$ cat src/rtl/avalon_fifo_slave.sv
// Avalon-MM slave exposing a 32-bit FIFO (push, status, control, head-peek registers)
// that drains through a valid/ready stream port; reads answer after a fixed latency.
module avalon_fifo_slave #(
  parameter int DEPTH        = 16,
  parameter int READ_LATENCY = 2
) (
  input  logic        clk,
  input  logic        reset_n,
  input  logic [31:0] address,
  input  logic        write,
  input  logic        read,
  input  logic [31:0] writedata,
  output logic        waitrequest,
  output logic        readdatavalid,
  output logic [31:0] readdata,
  output logic [31:0] out_data,
  output logic        out_valid,
  input  logic        out_ready,
  output logic        irq
);

  localparam int PW = $clog2(DEPTH);
  localparam int CW = $clog2(DEPTH) + 1;

  localparam logic [1:0] REG_DATA    = 2'd0;
  localparam logic [1:0] REG_STATUS  = 2'd1;
  localparam logic [1:0] REG_CONTROL = 2'd2;
  localparam logic [1:0] REG_HEAD    = 2'd3;

  logic [31:0]   mem [DEPTH];
  logic [PW-1:0] rdPtr_q, rdPtr_d;
  logic [PW-1:0] wrPtr_q, wrPtr_d;
  logic [CW-1:0] count_q, count_d;
  logic [CW-1:0] thresh_q, thresh_d;
  logic          irqEn_q, irqEn_d;
  logic          irq_q;

  logic [READ_LATENCY-1:0] rdValid_q, rdValid_d;
  logic [31:0]             rdData_q [READ_LATENCY];
  logic [31:0]             rdData_d [READ_LATENCY];

  logic [1:0]  regSel;
  logic        empty, full, rdBusy;
  logic        wrAccept, rdAccept;
  logic        push, pop, ctrlWrite, flush;
  logic [31:0] regValue;
  logic        unused_addrBits;

  assign regSel          = address[3:2];
  assign unused_addrBits = ^{address[31:4], address[1:0]};

  assign empty  = (count_q == '0);
  assign full   = (count_q == CW'(DEPTH));
  assign rdBusy = |rdValid_q;

  // Only one read may be in flight; a full FIFO stalls pushes even if a pop lands this cycle.
  assign waitrequest = rdBusy | (write & (regSel == REG_DATA) & full);

  assign wrAccept  = write & ~waitrequest;
  assign rdAccept  = read & ~waitrequest;
  assign push      = wrAccept & (regSel == REG_DATA);
  assign ctrlWrite = wrAccept & (regSel == REG_CONTROL);
  assign flush     = ctrlWrite & writedata[0];
  assign pop       = ~empty & out_ready;

  always_comb begin
    rdPtr_d  = rdPtr_q;
    wrPtr_d  = wrPtr_q;
    count_d  = count_q;
    irqEn_d  = irqEn_q;
    thresh_d = thresh_q;
    if (ctrlWrite) begin
      irqEn_d  = writedata[1];
      thresh_d = writedata[8 +: CW];
    end
    if (flush) begin
      rdPtr_d = '0;
      wrPtr_d = '0;
      count_d = '0;
    end else begin
      if (pop) begin
        rdPtr_d = rdPtr_q + PW'(1);
      end
      if (push) begin
        wrPtr_d = wrPtr_q + PW'(1);
      end
      case ({push, pop})
        2'b10:   count_d = count_q + CW'(1);
        2'b01:   count_d = count_q - CW'(1);
        default: count_d = count_q;
      endcase
    end
  end

  always_comb begin
    regValue = '0;
    case (regSel)
      REG_STATUS: begin
        regValue[0]       = empty;
        regValue[1]       = full;
        regValue[8 +: CW] = count_q;
      end
      REG_CONTROL: begin
        regValue[1]       = irqEn_q;
        regValue[8 +: CW] = thresh_q;
      end
      REG_HEAD: begin
        if (!empty) begin
          regValue = mem[rdPtr_q];
        end
      end
      default: regValue = '0;
    endcase
  end

  // Read pipeline: stage 0 captures the register value at acceptance, later stages shift it on.
  always_comb begin
    rdValid_d[0] = rdAccept;
    rdData_d[0]  = regValue;
    for (int i = 1; i < READ_LATENCY; i++) begin
      rdValid_d[i] = rdValid_q[i-1];
      rdData_d[i]  = rdData_q[i-1];
    end
  end

  always_ff @(posedge clk) begin
    if (!reset_n) begin
      rdPtr_q   <= '0;
      wrPtr_q   <= '0;
      count_q   <= '0;
      thresh_q  <= '0;
      irqEn_q   <= 1'b0;
      irq_q     <= 1'b0;
      rdValid_q <= '0;
      for (int i = 0; i < READ_LATENCY; i++) begin
        rdData_q[i] <= '0;
      end
    end else begin
      rdPtr_q   <= rdPtr_d;
      wrPtr_q   <= wrPtr_d;
      count_q   <= count_d;
      thresh_q  <= thresh_d;
      irqEn_q   <= irqEn_d;
      irq_q     <= irqEn_q & (count_q >= thresh_q) & ~empty;
      rdValid_q <= rdValid_d;
      for (int i = 0; i < READ_LATENCY; i++) begin
        if (rdValid_d[i]) begin
          rdData_q[i] <= rdData_d[i];
        end
      end
    end
  end

  always_ff @(posedge clk) begin
    if (push) begin
      mem[wrPtr_q] <= writedata;
    end
  end

  assign readdatavalid = rdValid_q[READ_LATENCY-1];
  assign readdata      = rdData_q[READ_LATENCY-1];
  assign out_valid     = ~empty;
  assign out_data      = empty ? '0 : mem[rdPtr_q];
  assign irq           = irq_q;

endmodule

$ cat config.mk
export PLATFORM = sky130hd
export DESIGN_NAME = avalon_fifo_slave
export DESIGN_NICKNAME = d
export VERILOG_FILES = /design/src/rtl/avalon_fifo_slave.sv
export SDC_FILE = /design/constraint.sdc
export NUM_CORES = 1
export LEC_CHECK = 0
export ABC_AREA = 1
export CORE_MARGIN = 2
export CORE_UTILIZATION = 35
export DETAILED_ROUTE_END_ITERATION = 16
export GPL_TIMING_DRIVEN = 0
export HOLD_SLACK_MARGIN = 0.02
export PLACE_DENSITY = 0.56
export SETUP_SLACK_MARGIN = 0.2
export SKIP_CTS_REPAIR_TIMING = 1
export SYNTH_ARGS = -nofsm -noshare
export SYNTH_HDL_FRONTEND = slang
export SYNTH_SLANG_ARGS = --single-unit
$ cat constraint.sdc
create_clock -name clk -period 2.9 [get_ports clk]
set_clock_uncertainty 0.1 [all_clocks]
set_input_delay 0.58 -clock clk [delete_from_list [all_inputs] [get_ports clk]]
set_output_delay 0.58 -clock clk [all_outputs]
set_load 0.03 [all_outputs]
==> impl_results.md, run 1 <==
- Antenna diode count: 0
- Detailed placement HPWL: 46970 µm
- Post-Synth XOR/XNOR Area: 0.2131%
- CP peak stage delay: 0.34 ns
- M1 GR Usage: 25.68%
- Total area of sequential cells: 0.01782 mm²
- Min cycle time layout: 3.151 ns
- Vias: 17143
- Clock Tree Root: clkbuf_16
- Compound-Gate Fraction of Synth Area: 0.9437%
- Pwr dens: 872.4 mW/mm²
- Post-synth EDFFs: 576
- Die area: 0.07260 mm²
- Number of distinct library cells after synthesis: 35
- Die Width: 269.4 µm
- Max_cap viols: 0
- Commonest non-fill, non-tap cell in the layout: nand2_1
- Crit. End Element: output port
- Cell Area, Synth: 0.02466 mm²
- DRC errors left: 0
- Clock latency on the worst-skew pair: 0.60 ns
- Fin Setup TNS: -4.370 ns
- Fin worst setup slack: -0.2510 ns
- Initial drt markers: 1872
- Final #Nets: 2472
- Synth warn: 0
- Post-synthesis adder-cell area fraction: 0.6596%
- Die height: 269.4 µm
- CTS tree: done
- Worst R2R Start: count_q[3]$_SDFFE_PP0P_
- Kind of critical path: reg -> out
- Worst slew pin tran: 0.9412 ns
- First-pass GRT wire length: 103300 µm
- Slew headroom: 37.06%
- Commonest cells after routing, fill and taps aside: 638 x nand2_1, 576 x edfxtp_1, 307 x nand3_1, 97 x nand3_2, 83 x clkbuf_16
- Row cnt: 97
- Ys flop type: edfxtp_1
- Worst-path clk slew: 0.06 ns
- Met3 global-route usage: 3.651%
- Achievable clock frequency: 317.4 MHz
- Final Hold Viols: 0
- Final Instance Area: 0.03196 mm²
- Worst-path cell chain: buf_12, clkinv_8, buf_12, buf_6, clkbuf_16, buf_4, nand2_4, nand3_2, nand3_2, nand2_1, nand2_1, nand2_2, nand2_2, inv_2, buf_6
- TritonCTS Sinks: 602
- First-pass detailed-route iteration total: 5
- Failing checks: setup timing
- Mux cell area share after synthesis: 0%
- Worst Path Arrival: 2.47 ns
- Syn Nets: 2213
- Final setup vio count: 32
- Placed cells: 3193
- Total power: 27.88 mW
- Pre-CTS setup slack: -0.8183 ns
- Port buffer count: 106
- Area of the multi-input gates: 0.006948 mm²
- Post-Synth Simple-Gate Area: 21.82%
- Leakage power: 11.95 nW
- Initial antenna violation count: 3
- CORE AREA: 0.06991 mm²
- Met2 Usage GRT: 31.74%
- Max Buffers Root-to-Sink: 3
- H-tree depth: 3
- Crit-path slowest cell: dfxtp_2
- Final Cycle Share: 108.7%
- GP Congestion: 0.8605
- Area Overhead vs Synth: 29.59%
- Post-Layout Cell Count: 3377
- Sequential area share after synthesis: 72.25%
- Fillcell total: 6227
- Post-layout util: 45.72%
- Largest fanout on the critical path: 8
- GRT Overall Usage: 19.19%
- Layout cells sized above 1: 24.62%
- Final Max Tran Viols: 0
- Number of global-route vias before repair: 16058
- DRT Wirelength: 74360 µm
- Largest net degree at the start of global routing: 33
- Post-synth ARST share: 0%
- Initial Util: 35.28%
- GRT overflow: 0
- Classification of the worst-slack hold path: reg -> reg
- RSZ-0062 raised after global routing: yes
- Num CTS Buffers: 66
- Routed len/inst: 22.02 µm
- Hold Worst Slack: 0.3715 ns
- Io pins: 137
- Status: finished with violations
- Antenna-violating nets left: 0
- Vias per inst: 5.076
- Avg Synthesized Cell Area: 11.57 µm²
- Synthesized flop and latch total: 602
- Area after DPL: 0.02738 mm²
- Worst vdd ir: 0.0007001 V
- Hold path startpoint: thresh_q[4]$_SDFFE_PN0P_
- CP required: 2.22 ns
- CP startpoint kind: flop
- Largest family of logic cells by synthesized area: simple AND/OR/NAND/NOR gates
- Mapped Cells: 2131
- GRT busiest layer: met2
[sequential cells by signal (all words and copies together), names as in the netlist, named ones only]
register	cells
irq	1
rdValid_q	2
irqEn_q	1
rdPtr_q	4
thresh_q	5
count_q	5
mem	512
wrPtr_q	4
rdData_q	64
[cells by family after synthesis]
| kind of cell | count (synthesis) |
|---|---|
| xor+xnor | 6 |
| simple gates | 1256 |
| buf+inv | 210 |
| compound gates | 44 |
| flops | 602 |
| fa+ha+maj | 13 |
[layout make-up]
cell class                 count  share of cell area [%]
clock buffer                  82                   5.454
inverter                      95                   1.163
sequential                   602                   55.76
timing repair buffer         189                   7.552
buffer                       115                   3.790
multi-input combinational   1321                   21.74
tap                          940                   3.680
clock inverter                33                  0.8652
[cell usage after synthesis, types with 7 or more instances]
library cell | n | area share (%)
nor2_4 | 10 | 0.46
dfxtp_1 | 26 | 2.1
edfxtp_1 | 576 | 70
buf_2 | 41 | 0.83
nand3_1 | 405 | 8.2
inv_1 | 87 | 1.3
buf_1 | 20 | 0.30
nor2_1 | 77 | 1.2
a21oi_1 | 32 | 0.65
buf_6 | 7 | 0.32
clkbuf_1 | 20 | 0.30
nand2_1 | 745 | 11
buf_4 | 25 | 0.76
ha_1 | 13 | 0.66
[power by group]
part / internal (mW) / total [mW] / switching [mW]
logic: 3.86 / 10.1 / 6.25
registers: 9.70 / 9.80 / 0.0970
clock network: 4.62 / 7.97 / 3.35
[worst max-delay path: cells and delay by family (launching register included)]
family	cells	cell delay [ns]
simple gates	7	0.50
flops	1	0.34
buf+inv	8	1.02
[final timing paths]
| path | to | slack [ns] | cells past startpoint |
|---|---|---|---|
| max | out_data[21] | -0.25 | 15 |
| min | thresh_q[4]$_SDFFE_PN0P_ | 0.37 | 2 |
| max reg2reg | count_q[4]$_SDFFE_PP0P_ | 0.37 | 14 |
| min reg2reg | thresh_q[4]$_SDFFE_PN0P_ | 0.37 | 2 |
[layer usage]
metal	share of wire, %	wire, µm	vias up
met3	8.4	6238	158
met5	0.046	34	-
met4	3.2	2352	6
met2	47	35120	764
li1	-	-	7885
met1	41	30620	8330
(Power assumes the default switching activity.)
==> run 2, diff against run 1 <==
GPL_TIMING_DRIVEN = unset   (was 0)
==> run 2 against run 1 <==
Against the previous run: routed wire length shrank 4.8%; first-iteration DRC count shrank 22%; critical path type unchanged; count of clock-buffer cells in the layout grew 12; clock power grew 4.1%; global-route usage shrank 1.5 points; die area is the same; final cell count shrank 0.74%; power grew 3.2%; non-clock buffer count shrank 26; largest power group unchanged; via count shrank 1.1%; sequential share of layout area shrank 0.40 points; design area grew 0.77%; the run still ends with setup timing left.
==> impl_results.md, run 2 (synthesis gave the netlist of run 1 again) <==
- Status: finished with violations
- Failing checks: setup timing
- Initial Util: 35.28% (unchanged)
- Combinational share of power: 37.1% (+0.8 points)
- Clock power frac: 28.8% (+0.2 points)
- Final Cycle Share: 102.6% (-6.0 points)
- Num CTS Buffers: 66 (unchanged)
- CORE AREA: 0.06991 mm² (unchanged)
- R2R Setup Slk: 0.45 ns (+0.08 ns)
- Antenna diode count: 0 (unchanged)
- First-pass GRT wire length: 97920 µm (-5.2%)
- Final Max Tran Viols: 0 (unchanged)
- DRT Wirelength: 70800 µm (-4.8%)
- GP Congestion: 0.8126 (-5.6%)
- Final #Nets: 2444 (-1.1%)
- Crit. End Element: output port
- Crit-path slowest cell: dfxtp_4
- Largest delay contributor family on the critical path: buffers and inverters
- Row cnt: 97 (unchanged)
- NetSw: 9.667 mW (-0.37%)
- RSZ-0062 raised after global routing: yes
- Fillcell total: 6238 (+0.18%)
- M1 GR Usage: 23.74% (-1.9 points)
- Max_cap viols: 0 (unchanged)
- Vias: 16955 (-1.1%)
- Commonest non-fill, non-tap cell in the layout: nand2_1
- Number of global-route vias before repair: 16054 (-0.025%)
- Clock Tree Root: clkbuf_16
- First-pass detailed-route iteration total: 5 (unchanged)
- Commonest cells after routing, fill and taps aside: 624 x nand2_1, 576 x edfxtp_1, 339 x nand3_1, 103 x clkbuf_16, 100 x nand2_2
- Clock latency on the worst-skew pair: 0.60 ns (about the same)
- Pwr dens: 893.8 mW/mm² (+2.5%)
- Total power: 28.79 mW (+3.2%)
- Fin worst setup slack: -0.07611 ns (+0.1749 ns)
- Final Hold Viols: 0 (unchanged)
- Worst Path Arrival: 2.30 ns (-0.17 ns)
- Leakage power: 11.96 nW (about the same)
- Reg with most FFs: mem
- Port buffer count: 106 (unchanged)
- Kind of critical path: reg -> out
- Max reg flops: 512 (unchanged)
- Min cycle time layout: 2.976 ns (-0.1749 ns)
- Slew headroom: 47.76% (+11 points)
- Max Buffers Root-to-Sink: 3 (unchanged)
- CP required: 2.22 ns (about the same)
- Initial drt markers: 1455 (-22%)
- Sequential fraction of design power: 34.1% (-1.0 points)
- Fin Setup TNS: -0.7413 ns (+3.629 ns)
- Detailed placement HPWL: 38720 µm (-18%)
- Area Overhead vs Synth: 30.59%
- Top flop regs: mem (512), rdData_q (64)
- CP peak stage delay: 0.41 ns (+0.07 ns)
- Met3 global-route usage: 3.438% (-0.21 points)
- Vias per inst: 5.058 (-0.36%)
- Final setup vio count: 23 (-28%)
- CTS tree: done
- Io pins: 137 (unchanged)
- Largest net degree at the start of global routing: 84 (+150%)
- Achievable clock frequency: 336.0 MHz (+5.9%)
- Worst-path clk slew: 0.05 ns (about the same)
- Final Instance Area: 0.03220 mm² (+0.77%)
- Met2 Usage GRT: 29.06% (-2.7 points)
- Classification of the worst-slack hold path: reg -> reg
- Die height: 269.4 µm (unchanged)
- Initial antenna violation count: 2 (-1)
- Die area: 0.07260 mm² (unchanged)
- Worst slew pin tran: 0.7836 ns (-0.1576 ns)
- Area after DPL: 0.02756 mm² (+0.65%)
- CP bufs+invs: 5 (-3)
- Switch share: 33.58% (-1.2 points)
- TritonCTS Sinks: 602 (unchanged)
- Antenna-violating nets left: 0 (unchanged)
- GRT overflow: 0 (unchanged)
- GRT busiest layer: met2
- GRT Overall Usage: 17.72% (-1.5 points)
- CP startpoint kind: flop
- Die Width: 269.4 µm (unchanged)
- Largest fanout on the critical path: 8 (unchanged)
- Routed len/inst: 21.12 µm (-4.1%)
- H-tree depth: 3 (unchanged)
- Worst-path cell chain: buf_12, buf_16, buf_16, nand2_1, nand3_1, nand3_2, nand2_1, nand2_1, nand2_2, nand2_4, inv_2, buf_6
- Worst vdd ir: 0.0005108 V (-27%)
- Most used cell, CP: nand2_1
- Int Pwr: 19.12 mW (+5.2%)
- Layout cells sized above 1: 23.18% (-1.4 points)
- DRC errors left: 0 (unchanged)
run 2: cell types whose count changed in the layout (fill, tap and decap cells not counted), sizes merged:
cell          previous run  this run
buf                    179       173
inv                     96        93
bufinv                   4         5
dlymetal6s2s             0         1
nor2                    91        89
clkinv                  26        19
clkbuf                 135       126
run 2: per-stage QoR:
stage	util, %	setup slack [ns]	hold slack [ns]	instances
after global routing	46.07	-0.1689	0.3906	3352
after floorplan	-	-0.2683	0.3407	2131
final	46.07	-0.07611	0.3684	3352
after CTS	42.48	-0.5795	0.3707	3280
after detailed placement	39.43	-0.07981	0.3632	3162
after global placement	39.43	-0.08477	0.3579	3162
run 2: path summary, 6_finish.rpt:
check                           startpoint                       end  cells after the start
setup / recovery                      flop              out_data[31]                     12
hold / removal    thresh_q[2]$_SDFFE_PN0P_  thresh_q[2]$_SDFFE_PN0P_                      2
setup reg to reg   count_q[1]$_SDFFE_PP0P_   count_q[4]$_SDFFE_PP0P_                     15
hold reg to reg   thresh_q[2]$_SDFFE_PN0P_  thresh_q[2]$_SDFFE_PN0P_                      2
run 2: layout make-up:
cell class / instances / area [µm²] / share of cell area [%]
Inverter: 95 / 375.4 / 1.166
Timing Repair Buffer: 278 / 3929 / 12.20
Multi-Input combinational cell: 1319 / 6763 / 21.00
Clock inverter: 24 / 242.7 / 0.7537
Tap cell: 940 / 1176 / 3.652
Clock buffer: 94 / 1893 / 5.878
Sequential cell: 602 / 17830 / 55.35
run 2: worst min-delay path, cell delays in order (launching register included):
cell     delay [ns]
dfxtp_1        0.30
nand2_1        0.06
a21oi_1        0.06
run 2: power by group through the flow:
stage	combinational [mW]	sequential (mW)	clock, mW
2_1_floorplan	4.49	10.0	0
3_3_place_gp	7.20	9.98	0
3_5_place_dp	7.24	9.99	0
4_1_cts	7.27	9.81	8.45
5_1_grt	11.4	9.82	8.75
6_report	10.7	9.81	8.30
run 2: per-layer routing:
layer / up-vias / wire (µm)
met5: - / 29
met4: 4 / 1938
met3: 130 / 4384
met2: 573 / 33690
met1: 8407 / 30770
li1: 7841 / -
